**src/rtl/cpu_run_pkg.sv**
```systemverilog
// Shared types and constants for the MIPS run controller.
package cpu_run_pkg;

    typedef enum logic [1:0] {
        RUN    = 2'd0,
        HALT   = 2'd1,
        RESUME = 2'd2
    } state_t;

    // hz select encoding, slowest to fastest
    localparam logic [1:0] HZ_SLOW = 2'd0;
    localparam logic [1:0] HZ_MID  = 2'd1;
    localparam logic [1:0] HZ_FAST = 2'd2;
    localparam logic [1:0] HZ_FULL = 2'd3;

endpackage

```
**src/rtl/cpu_run_ctrl_if.sv**
```systemverilog
// Board/core side signals of the run controller, grouped as one bundle.
interface cpu_run_ctrl_if;
    logic        go;
    logic [1:0]  hz;
    logic        halt_req;
    logic        br_taken;
    logic        is_jmp;
    logic        cpu_en;
    logic        clk_n;
    logic        halted;
    logic [31:0] count_all;
    logic [31:0] count_branch;
    logic [31:0] count_jmp;

    modport master (
        output go, hz, halt_req, br_taken, is_jmp,
        input  cpu_en, clk_n, halted, count_all, count_branch, count_jmp
    );

    modport slave (
        input  go, hz, halt_req, br_taken, is_jmp,
        output cpu_en, clk_n, halted, count_all, count_branch, count_jmp
    );
endinterface

```
**src/rtl/go_debounce.sv**
```systemverilog
// Go button conditioning: 2-flop synchronizer, stability counter, accepted
// level and a single-cycle pulse on each accepted rising transition.
module go_debounce #(
    parameter int DEB_CYCLES = 1_000_000
) (
    input  logic clk,
    input  logic clr_n,
    input  logic go_i,
    output logic go_pulse_o
);
    localparam int CNT_W = (DEB_CYCLES > 1) ? $clog2(DEB_CYCLES) : 1;

    logic             sync1_q;
    logic             sync2_q;
    logic             level_q;
    logic             level_d;
    logic             pulse_q;
    logic [CNT_W-1:0] cnt_q;
    logic [CNT_W-1:0] cnt_d;

    // counter only runs while the synchronized input disagrees with the level
    always_comb begin
        level_d = level_q;
        cnt_d   = '0;
        if (sync2_q != level_q) begin
            if (cnt_q == CNT_W'(DEB_CYCLES - 1)) begin
                level_d = sync2_q;
            end else begin
                cnt_d = cnt_q + CNT_W'(1);
            end
        end
    end

    always_ff @(posedge clk or negedge clr_n) begin
        if (!clr_n) begin
            sync1_q <= 1'b0;
            sync2_q <= 1'b0;
            level_q <= 1'b0;
            cnt_q   <= '0;
            pulse_q <= 1'b0;
        end else begin
            sync1_q <= go_i;
            sync2_q <= sync1_q;
            level_q <= level_d;
            cnt_q   <= cnt_d;
            pulse_q <= level_d & ~level_q;
        end
    end

    assign go_pulse_o = pulse_q;

endmodule

```
**src/rtl/cpu_run_ctrl.sv**
```systemverilog
// Run controller: rate divider, RUN/HALT/RESUME sequencing and the
// committed-instruction counters; sole source of the core clock enable.
module cpu_run_ctrl
    import cpu_run_pkg::*;
#(
    parameter int DIV_W      = 26,
    parameter int DIV0       = 49_999_999,
    parameter int DIV1       = 4_999_999,
    parameter int DIV2       = 499_999,
    parameter int DIV3       = 0,
    parameter int DEB_CYCLES = 1_000_000
) (
    input logic           clk,
    input logic           clr_n,
    cpu_run_ctrl_if.slave bus
);
    logic [1:0]       hz_q;
    logic [DIV_W-1:0] div_cnt_q;
    logic [DIV_W-1:0] div_cnt_d;
    logic [DIV_W-1:0] tc;
    logic             tick;
    logic             go_pulse;
    state_t           state_q;
    state_t           state_d;
    logic             cpu_en_q;
    logic             cpu_en_d;
    logic             clk_n_q;
    logic             halted_q;
    logic [31:0]      count_all_q;
    logic [31:0]      count_branch_q;
    logic [31:0]      count_jmp_q;

    go_debounce #(.DEB_CYCLES(DEB_CYCLES)) u_go_debounce (
        .clk        (clk),
        .clr_n      (clr_n),
        .go_i       (bus.go),
        .go_pulse_o (go_pulse)
    );

    always_comb begin
        case (hz_q)
            HZ_SLOW: tc = DIV_W'(DIV0);
            HZ_MID:  tc = DIV_W'(DIV1);
            HZ_FAST: tc = DIV_W'(DIV2);
            default: tc = DIV_W'(DIV3);
        endcase
    end

    // a rate change restarts the count so the new period starts cleanly
    always_comb begin
        tick      = 1'b0;
        div_cnt_d = div_cnt_q + DIV_W'(1);
        if (bus.hz != hz_q) begin
            div_cnt_d = '0;
        end else if (div_cnt_q == tc) begin
            tick      = 1'b1;
            div_cnt_d = '0;
        end
    end

    always_comb begin
        state_d  = state_q;
        cpu_en_d = 1'b0;
        case (state_q)
            RUN: begin
                if (tick) begin
                    if (bus.halt_req) state_d  = HALT;
                    else              cpu_en_d = 1'b1;
                end
            end
            HALT: begin
                if (go_pulse) state_d = RESUME;
            end
            RESUME: begin
                // forced step past the syscall (or instruction 0 after reset)
                if (tick) begin
                    cpu_en_d = 1'b1;
                    state_d  = RUN;
                end
            end
            default: state_d = HALT;
        endcase
    end

    always_ff @(posedge clk or negedge clr_n) begin
        if (!clr_n) begin
            hz_q           <= HZ_SLOW;
            div_cnt_q      <= '0;
            state_q        <= HALT;
            cpu_en_q       <= 1'b0;
            clk_n_q        <= 1'b0;
            halted_q       <= 1'b1;
            count_all_q    <= '0;
            count_branch_q <= '0;
            count_jmp_q    <= '0;
        end else begin
            hz_q           <= bus.hz;
            div_cnt_q      <= div_cnt_d;
            state_q        <= state_d;
            cpu_en_q       <= cpu_en_d;
            clk_n_q        <= clk_n_q ^ cpu_en_d;
            halted_q       <= (state_d == HALT);
            // commit happens in the enable cycle, so counters lag cpu_en by one
            count_all_q    <= count_all_q + 32'(cpu_en_q);
            count_branch_q <= count_branch_q + 32'(cpu_en_q & bus.br_taken);
            count_jmp_q    <= count_jmp_q + 32'(cpu_en_q & bus.is_jmp);
        end
    end

    assign bus.cpu_en       = cpu_en_q;
    assign bus.clk_n        = clk_n_q;
    assign bus.halted       = halted_q;
    assign bus.count_all    = count_all_q;
    assign bus.count_branch = count_branch_q;
    assign bus.count_jmp    = count_jmp_q;

endmodule

```
**src/flat_wrapper.sv**
```systemverilog
// flat-port wrapper written by rule: the top's interface ports become plain ports
module cpu_run_ctrl_flat import cpu_run_pkg::*;
#(
    parameter int DIV_W      = 26,
    parameter int DIV0       = 49_999_999,
    parameter int DIV1       = 4_999_999,
    parameter int DIV2       = 499_999,
    parameter int DIV3       = 0,
    parameter int DEB_CYCLES = 1_000_000
)
  (clk, clr_n, bus_go, bus_hz, bus_halt_req, bus_br_taken, bus_is_jmp, bus_cpu_en, bus_clk_n, bus_halted, bus_count_all, bus_count_branch, bus_count_jmp);
  cpu_run_ctrl_if bus_i ();
  input logic clk;
  input logic clr_n;
  input wire logic [$bits(bus_i.go)-1:0] bus_go;
  input wire logic [$bits(bus_i.hz)-1:0] bus_hz;
  input wire logic [$bits(bus_i.halt_req)-1:0] bus_halt_req;
  input wire logic [$bits(bus_i.br_taken)-1:0] bus_br_taken;
  input wire logic [$bits(bus_i.is_jmp)-1:0] bus_is_jmp;
  output wire logic [$bits(bus_i.cpu_en)-1:0] bus_cpu_en;
  output wire logic [$bits(bus_i.clk_n)-1:0] bus_clk_n;
  output wire logic [$bits(bus_i.halted)-1:0] bus_halted;
  output wire logic [$bits(bus_i.count_all)-1:0] bus_count_all;
  output wire logic [$bits(bus_i.count_branch)-1:0] bus_count_branch;
  output wire logic [$bits(bus_i.count_jmp)-1:0] bus_count_jmp;
  assign bus_i.go = bus_go;
  assign bus_i.hz = bus_hz;
  assign bus_i.halt_req = bus_halt_req;
  assign bus_i.br_taken = bus_br_taken;
  assign bus_i.is_jmp = bus_is_jmp;
  assign bus_cpu_en = bus_i.cpu_en;
  assign bus_clk_n = bus_i.clk_n;
  assign bus_halted = bus_i.halted;
  assign bus_count_all = bus_i.count_all;
  assign bus_count_branch = bus_i.count_branch;
  assign bus_count_jmp = bus_i.count_jmp;
  cpu_run_ctrl #(.DIV_W(DIV_W), .DIV0(DIV0), .DIV1(DIV1), .DIV2(DIV2), .DIV3(DIV3), .DEB_CYCLES(DEB_CYCLES)) u_core (.clk(clk), .clr_n(clr_n), .bus(bus_i));
endmodule
```
**config.mk**
```make
export PLATFORM = sky130hd
export DESIGN_NAME = cpu_run_ctrl_flat
export DESIGN_NICKNAME = d
export VERILOG_FILES = /design/src/rtl/cpu_run_pkg.sv /design/src/rtl/cpu_run_ctrl_if.sv /design/src/rtl/go_debounce.sv /design/src/rtl/cpu_run_ctrl.sv /design/src/flat_wrapper.sv
export SDC_FILE = /design/constraint.sdc
export NUM_CORES = 1
export LEC_CHECK = 0
export ABC_AREA = 1
export CAP_MARGIN = 0
export CORE_ASPECT_RATIO = 0.8
export CORE_MARGIN = 4
export CORE_UTILIZATION = 33
export DETAILED_ROUTE_END_ITERATION = 8
export HOLD_SLACK_MARGIN = 0.12
export PLACE_DENSITY_LB_ADDON = 0.2
export SLEW_MARGIN = 10
export SYNTH_ARGS = -nofsm -noshare
export SYNTH_HDL_FRONTEND = slang
export SYNTH_SLANG_ARGS = --single-unit
export TNS_END_PERCENT = 10
```
**constraint.sdc**
```tcl
create_clock -name clk -period 1.9 [get_ports clk]
set_input_delay 0.38 -clock clk [delete_from_list [all_inputs] [get_ports clk]]
set_output_delay 0.38 -clock clk [all_outputs]
set_load 0.05 [all_outputs]
```
[After elaboration in Yosys (flattened, before gate mapping)]
Index checks and enable logic that the tools add are counted.
Word-level totals
  output and inout port bits: 99
  register bits: 153
  logic and storage cells: 53
  input bits: 8
Cells by class
  reductions and logical operators: 2
  bitwise operators: 5
  equality and inequality tests: 9
  muxes and demuxes: 18
  add/sub/neg operators: 5
Operator list (count)
  $pmux 26 s3: 1
  $add 32x32->32: 2
  $mux 26: 2
  $mux 20: 2
  $add 32x1->32: 1
  $add 26x1->26 const B: 1
  $eq 26x26->1: 1
  $add 20x1->20 const B: 1
  $eq 20x20->1 const B: 1
  $mux 2: 4
  $mux 1: 7
  $eq 2x1->1 const B: 3
  $pmux 2 s3: 1
  $eq 2x2->1 const B: 2
  $logic_not 2->1: 2
  $and 1x1->1: 3
  $ne 2x2->1: 1
  $pmux 1 s2: 1
  $ne 1x1->1: 1
  $not 1->1: 1
  $xor 1x1->1: 1

[Longest topological paths before layout]
  depth after elaboration: 8
  mapped depth: 13
  depth with buffers taken out: 12

[By module]
From an unflattened synthesis, not the netlist that was laid out.
Unflattened totals
  cell total of the unflattened synthesis: 961
  area, all modules: 8277.9 sq um
Modules (own cells, without submodules)
  cpu_run_ctrl: cells an instance 794, sequential area each 3230.6 sq um, times used 1, area an instance 6882.9 sq um
  go_debounce: cells an instance 167, sequential area each 600.6 sq um, times used 1, area an instance 1395.1 sq um

[Least setup slack after synthesis]
OpenSTA, ideal clock, no wires.
  path kind: register -> register
  start point: register u_core.cpu_en_q (netlist: u_core.bus.cpu_en)
  end point: register u_core.count_jmp_q[24] (netlist: u_core.bus.count_jmp[24])
  buffers on the path: 0
  arrival time: 2.032 ns
  required time: 1.776 ns
  setup slack: -0.256 ns
  period minus slack after synthesis: 2.156 ns
  setup time: 0.124 ns
  stages on the path, launching flop included: 13
  path through: dfrtp_1 nand2_1 inv_1 ha_1 ha_1 nand3_1 inv_2 nand2_1 nor2_2 nand2_1 nor2_2 nand3_1 xor2_1
Between the ends
  cells in the longest elaborated chain, start to end: 2
RTL lines
  start: declaration: RTL line cpu_run_ctrl.sv:25  | logic cpu_en_q;
  start signal: assignment: RTL line cpu_run_ctrl.sv:100  | cpu_en_q <= cpu_en_d;
  $and 1x1->1: RTL line cpu_run_ctrl.sv:106  | count_jmp_q <= count_jmp_q + 32'(cpu_en_q & bus.is_jmp);
  $add 32x32->32: RTL line cpu_run_ctrl.sv:106
  end signal: assignment: RTL line cpu_run_ctrl.sv:106
  end: declaration: RTL line cpu_run_ctrl.sv:31  | logic [31:0] count_jmp_q;
No other way between the ends.

[Worst setup path after layout]
  start point: register u_core.hz_q[0]
  end point: register u_core.div_cnt_q[12]
Between the ends
  cells in the longest elaborated chain, start to end: 5
  elaborated cells on any way between the ends: 8
  those cells by class: eq/ne: 4; mux: 3; reduce/logical: 1
RTL lines
  start: declaration: RTL line cpu_run_ctrl.sv:17  | logic [1:0] hz_q;
  start signal: assignment: RTL line cpu_run_ctrl.sv:97  | hz_q <= bus.hz;
  $eq 2x2->1 (tied with other cells): RTL line cpu_run_ctrl.sv:41  | case (hz_q)
  $pmux 26 s3: RTL line cpu_run_ctrl.sv:41
  $eq 26x26->1: RTL line cpu_run_ctrl.sv:55  | end else if (div_cnt_q == tc) begin
  $mux 26: RTL line cpu_run_ctrl.sv:55
  $mux 26 *: RTL line cpu_run_ctrl.sv:53  | if (bus.hz != hz_q) begin
  named net u_core.div_cnt_d[12]: RTL line cpu_run_ctrl.sv:19  | logic [DIV_W-1:0] div_cnt_d;
  end signal: assignment: RTL line cpu_run_ctrl.sv:98  | div_cnt_q <= div_cnt_d;
  end: declaration: RTL line cpu_run_ctrl.sv:18  | logic [DIV_W-1:0] div_cnt_q;
The timed path passes the listed nets; every way through them passes the cells marked *.

==> impl_metrics.json <==
{
  "status": "finished clean",
  "synth-warning-count": 0,
  "grt_start_max_net_pins": 45,
  "placementRows": 50,
  "finalSetupTns_ns": 0,
  "finish.net_count": 1163,
  "die_area_um2": 26840,
  "f_max_mhz": 539.3,
  "most_common_cell_after_layout_fill_and_taps_aside": "sky130_fd_sc_hd__nand2_1",
  "globalplace.congestion": 0.9166,
  "maxSlewHeadroom_pct": 63.79,
  "power_leakage_nw": 5.106,
  "dp_hpwl_um": 15950,
  "rsz0062_at_grt": "yes",
  "io_buffers": 106,
  "totalWireLength_um": 20790,
  "synth_edf_count": 0,
  "fill_cell_count": 2333,
  "final_critical_path_time_including_i_o_delays_and_setup_ns": 1.854,
  "clock_power_share_pct": 47.2,
  "grt_pass1_vias": 6399,
  "ios": 107,
  "syn-mean-instance-area_um2": 8.502,
  "worst_max_slew_pin_slew_ns": 0.5390,
  "clk-insertion-delay-late_ns": 0.43,
  "power.internal_mw": 5.137,
  "cpLargestDelayFamily": "simple AND/OR/NAND/NOR gates",
  "p_per_area_nw_per_um2": 639.0,
  "wire_per_inst_um": 14.18,
  "core_um2": 23650,
  "layout-drive-gt1-share_pct": 27.12,
  "timing.critical_path.cells": "inv_2 -> ha_4 -> xnor2_2 -> buf_4 -> nand4_1 -> nor3_2 -> nand2_2 -> nand2_4 -> clkbuf_16 -> nor2_2",
  "power.net_switching_mw": 1.717,
  "buffer_type_at_the_clock_tree_root": "sky130_fd_sc_hd__clkbuf_16",
  "seq_power_share_pct": 47.9,
  "grt_pass1_wl_um": 34220,
  "synthesis.nets": 963,
  "cp.required_ns": 2.20,
  "dieHeight_um": 147.3,
  "drt_first_iter_violations": 433,
  "drtAntennaViolNets": 0,
  "clock_sinks": 153,
  "worstPathArrival_ns": 2.16,
  "grtUsageTotal_pct": 15.67,
  "finalSetupViolations": 0,
  "share_of_flip_flops_with_an_asynchronous_set_or_reset_after_synthesis_pct": 100.0,
  "path_type_of_the_worst_min_delay_path": "reg -> reg",
  "worstPathMaxFanout": 6,
  "ys_types": 32,
  "detail_route.first_pass.iterations": 5,
  "hold_viol_final": 0,
  "clock_path_buffers": 2,
  "timing_max_transition_violations_final": 0,
  "switching_part_of_the_total_power_pct": 25.06,
  "final.period_utilization_pct": 97.59,
  "synth_area_um2": 8009,
  "ys_seq_elements": 153,
  "cp_slowest_cell": "sky130_fd_sc_hd__dfrtp_1",
  "synth_largest_area_cell": "sky130_fd_sc_hd__dfrtp_1",
  "clock_skew_ns": 0.01333,
  "floorplan.die.width_um": 182.2,
  "end_kind": "flop",
  "layout_common_cells": "sky130_fd_sc_hd__nand2_1, sky130_fd_sc_hd__buf_4, sky130_fd_sc_hd__dfrtp_1",
  "critPathMaxStageDelay_ns": 0.40,
  "path_class": "reg -> reg",
  "num_antenna_cells": 0,
  "grt_overflow": 0,
  "final_area_um2": 10730,
  "reported_max_cap_violation_count": 0,
  "detailroute.via_count": 6840,
  "drt-vias-per-instance": 4.666,
  "ys_top_cells_by_area": "sky130_fd_sc_hd__dfrtp_1, sky130_fd_sc_hd__nand2_1, sky130_fd_sc_hd__xor2_1",
  "clk_pin_slew_worst_paths_ns": 0.07,
  "yosys.area.top_type_share_pct": 47.18,
  "power.ir.vdd_worst_mv": 0.4950,
  "setup.worst_path.start_class": "flop",
  "post_dp_cell_area_um2": 9763,
  "synth_cells": 942,
  "count_of_h_tree_levels_built_during_cts": 4,
  "synth.yosys.seq_area_share_pct": 47.84,
  "detail_route.drc_violations": 0,
  "initial_utilization_pct": 33.87,
  "cts_tree": "built",
  "timing.critical_path.buf_inv": 3,
  "p_comb_share_pct": 5.0,
  "syn2layout_area_growth_pct": 33.92,
  "numCtsBuffers": 17,
  "synth_flop_cell": "sky130_fd_sc_hd__dfrtp_1",
  "antenna_found_initial": 0
}
==> worst paths after layout <==
check / from / to / slack, ns / depth (start not counted)
max: u_core.hz_q[0] / u_core.div_cnt_q[12] / 0.05 / 10
min: u_core.u_go_debounce.sync1_q / u_core.u_go_debounce.sync2_q / 0.35 / 0
max reg2reg: u_core.hz_q[0] / u_core.div_cnt_q[12] / 0.05 / 10
min reg2reg: u_core.u_go_debounce.sync1_q / u_core.u_go_debounce.sync2_q / 0.35 / 0
max in group asynchronous: clr_n / u_core.bus.count_jmp[26] / 0.79 / 3
min in group asynchronous: clr_n / u_core.bus.count_all[23] / 0.43 / 2
==> flip-flops by register name (all words and copies together) (netlist names) <==
name                             count
u_core.u_go_debounce.go_pulse_o      1
u_core.bus.count_all                32
u_core.u_go_debounce.sync2_q         1
u_core.u_go_debounce.cnt_q          20
u_core.bus.clk_n                     1
u_core.bus.halted                    1
u_core.u_go_debounce.sync1_q         1
u_core.bus.cpu_en                    1
u_core.hz_q                          2
u_core.div_cnt_q                    26
u_core.u_go_debounce.level_q         1
u_core.bus.count_jmp                32
u_core.bus.count_branch             32
u_core.state_q                       2
==> routing by layer <==
layer | vias up | part of all wire (%) | global-route usage, %
li1 | 3454 | - | -
met1 | 3204 | 51 | 24.53
met2 | 174 | 42 | 22.07
met3 | 8 | 5.9 | 3.218
met4 | 0 | 0.48 | 3.488
met5 | - | 0 | 0
==> cells in the mapped netlist (all sizes together), types with 2 or more instances <==
cell type    n
a21oi        6
and3         3
buf          5
dfrtp      151
dfstp        2
ha          13
inv         96
nand2      206
nand3       56
nand3b       2
nand4       51
nor2       157
nor3        47
nor4         8
o21ai       15
or2          2
xnor2       50
xor2        69
==> kinds of logic after synthesis <==
group	after synthesis	share of synthesized area [%]
AO/OA/AOI/OAI	23	1.500
adder cells (fa/ha/maj)	13	2.031
buffers and inverters	101	4.874
AND/OR/NAND/NOR	533	30.75
flip-flops	153	47.84
XOR/XNOR	119	13.01
==> what timing repair did <==
item	CTS	global route
endpoints found under the hold margin	37	0
endpoints found under the setup margin	32	52
resized for setup	11	69
hold buffers	1	0
setup buffers	0	8
pin swaps	1	31
cloned	0	1
==> worst reg2reg max path, stage by stage, from the launching register on <==
cell	delay (ns)
sky130_fd_sc_hd__dfrtp_1	0.40
sky130_fd_sc_hd__inv_2	0.07
sky130_fd_sc_hd__ha_4	0.20
sky130_fd_sc_hd__xnor2_2	0.22
sky130_fd_sc_hd__buf_4	0.14
sky130_fd_sc_hd__nand4_1	0.10
sky130_fd_sc_hd__nor3_2	0.21
sky130_fd_sc_hd__nand2_2	0.11
sky130_fd_sc_hd__nand2_4	0.11
sky130_fd_sc_hd__clkbuf_16	0.15
sky130_fd_sc_hd__nor2_2	0.03
==> final cells by class <==
type                       count  area, um2  area share, %
multi-input combinational    688       4084          38.08
clock inverter                14      133.9          1.248
sequential                   153       3835          35.76
clock buffer                  17      425.4          3.966
timing repair buffer         186       1494          13.93
inverter                      96      362.8          3.383
tap                          312      390.4          3.640
==> stage by stage <==
stage          hold WS, ns  setup WS (ns)  power, mW  cells  utilization (%)
4_1_cts             0.3526       0.005175      6.913   1457            43.77
6_report            0.3547        0.04576      6.854   1466            45.35
2_1_floorplan      0.08441       -0.07988      3.451    942                -
3_3_place_gp        0.3348        -0.4579      3.624   1425            41.29
5_1_grt             0.3558       -0.06156      7.153   1466            45.35
3_5_place_dp        0.3373        -0.4862      3.625   1425            41.29
==> power by group through the flow <==
stage / registers, mW / clock network (mW) / logic (mW)
after global routing: 3.28 / 3.49 / 0.383
final: 3.28 / 3.23 / 0.342
after floorplan: 3.34 / 0 / 0.109
after global placement: 3.34 / 0 / 0.283
after detailed placement: 3.34 / 0 / 0.283
after CTS: 3.28 / 3.35 / 0.287
No activity file was read; power rests on OpenSTA's default activity.
==> RTL edit 1, RTL diff (config.mk and constraints unchanged) <==
`DIV1` is set to 4_999_999 in 2 places; all go to 2_499_999.
--- a/src/rtl/cpu_run_ctrl.sv
+++ b/src/rtl/cpu_run_ctrl.sv
@@ -5,7 +5,7 @@
 #(
     parameter int DIV_W      = 26,
     parameter int DIV0       = 49_999_999,
-    parameter int DIV1       = 4_999_999,
+    parameter int DIV1       = 2_499_999,
     parameter int DIV2       = 499_999,
     parameter int DIV3       = 0,
     parameter int DEB_CYCLES = 1_000_000
--- a/src/flat_wrapper.sv
+++ b/src/flat_wrapper.sv
@@ -3,7 +3,7 @@
 #(
     parameter int DIV_W      = 26,
     parameter int DIV0       = 49_999_999,
-    parameter int DIV1       = 4_999_999,
+    parameter int DIV1       = 2_499_999,
     parameter int DIV2       = 499_999,
     parameter int DIV3       = 0,
     parameter int DEB_CYCLES = 1_000_000
Function: same outputs for any inputs over 10 cycles, from zero or initial values; that may be too few to reach the edited logic, so the function may still have changed.
==> RTL edit 1 against the unedited design <==
Die area decreased by 1.7%; via count decreased by 1.7%; global-route usage increased by 0.16 points; maximum frequency decreased by 1.9%; sequential cell count unchanged; setup slack got worse by 36 ps; sequential power about the same; total power decreased by 0.14%; routed wire length decreased by 0.63%; final area decreased by 0.95%; first-iteration DRC count decreased by 6.5%; synthesized area decreased by 1.8%; largest power group unchanged.
==> RTL edit 1: results (changes against the unedited design) <==
stage,metric,value,unit,change
placed_design,Post-Place Cells,1422,,was 1425
run_status,outcome,completed,,unchanged
global_route,first-pass GRT wire length,34.3,mm,was 34.2 mm
layout,buffering overhead,14.5,%,was 13.9%
route,WL per Instance,14.1,um,was 14.2 um
layout,non-clock inverter count,124,,was 96
layout,Filler Cells Inserted,2334,,was 2333
clock_tree,Post-CTS Setup Bufs,2,,was 0
sta,Worst Clk Skew,13.3,ps,about the same
global_route,largest net degree at the start of global routing,43,,was 45
yosys,Synth Instances,931,,was 942
layout,Seq Cell Count,153,,unchanged
yosys,"Seq/Total Area, Yosys",48.7,%,was 47.8%
setup_path,Worst Path Max Fanout,18,,was 6
layout,Multi-input gate area,3820,um2,was 4080 um2
yosys,commonest cells in the netlist,"183 x nand2_1, 151 x dfrtp_1, 125 x nor2_1",,"was 195 x nand2_1, 151 x dfrtp_1, 144 x nor2_1"
setup_path,"Arr. time, crit path",2190,ps,was 2160 ps
layout,clock buffers,19,,was 17
sta,FMAX,529,MHz,was 539 MHz
layout,NumNets Final,1162,,was 1163
placed_design,post-place instance area,9680,um2,was 9760 um2
sta,Fin Hold WS,352,ps,was 355 ps
yosys,XOR/XNOR Fraction of Synth Area,12.9,%,was 13.0%
route,number of DRC markers in iteration 0,405,,was 433
yosys,Synth Area in Adders,2.07,%,was 2.03%
layout,Non-clock buffers,196,,was 186
route,final WL,20.7,mm,was 20.8 mm
clock_tree,post-CTS sizing,23,,was 11
setup_path,reg2reg setup slack,10,ps,was 50 ps
placed_design,DP HPWL,15.8,mm,was 16.0 mm
layout,#MultiIn Comb,649,,was 688
layout,Clock-cell share,5.24,%,was 5.21%
layout,Final Cell Area,10600,um2,was 10700 um2
route,vias per std cell,4.59,,was 4.67
pwr,VDD IR max,0.000465,V,was 0.000495 V
setup_path,largest stage delay on the critical path,450,ps,was 400 ps
pwr,combinational share of power,4.6,%,was 5.0%
pwr,Pleak,5.06,nW,was 5.11 nW
pwr,sequential power share,48.0,%,was 47.9%
layout,utilization after layout,45.4,%,about the same
layout,share of layout cells above drive strength 1,26.2,%,was 27.1%
placed_design,Placer Congestion,0.884,,was 0.917
[RTL edit 1: cell count changes in the layout (fill, tap and decap cells not counted), sizes merged, moves of 3 or more]
cell   change
inv       +26
a21oi      +5
xor2       +9
o21ai      +3
nor2      -21
xnor2     -12
buf       +12
nor3       +4
nand3      +8
nand2     -21
nand4     -15
[RTL edit 1: final timing paths]
check                      cells past startpoint                    startpoint                      endpoint
max                                           14                u_core.hz_q[0]           u_core.div_cnt_q[4]
min                                            0  u_core.u_go_debounce.sync1_q  u_core.u_go_debounce.sync2_q
max reg2reg                                   14                u_core.hz_q[0]           u_core.div_cnt_q[4]
min reg2reg                                    0  u_core.u_go_debounce.sync1_q  u_core.u_go_debounce.sync2_q
max in group asynchronous                      3                         clr_n             u_core.state_q[0]
min in group asynchronous                      2                         clr_n   u_core.bus.count_branch[13]
[RTL edit 1: routing by layer]
layer	vias up	share of wire [%]	track usage [%]
li1	3398	-	-
met3	18	4.2	3.51
met5	-	0	0
met1	3176	52	24.3
met4	0	0.84	3.48
met2	131	43	22.7
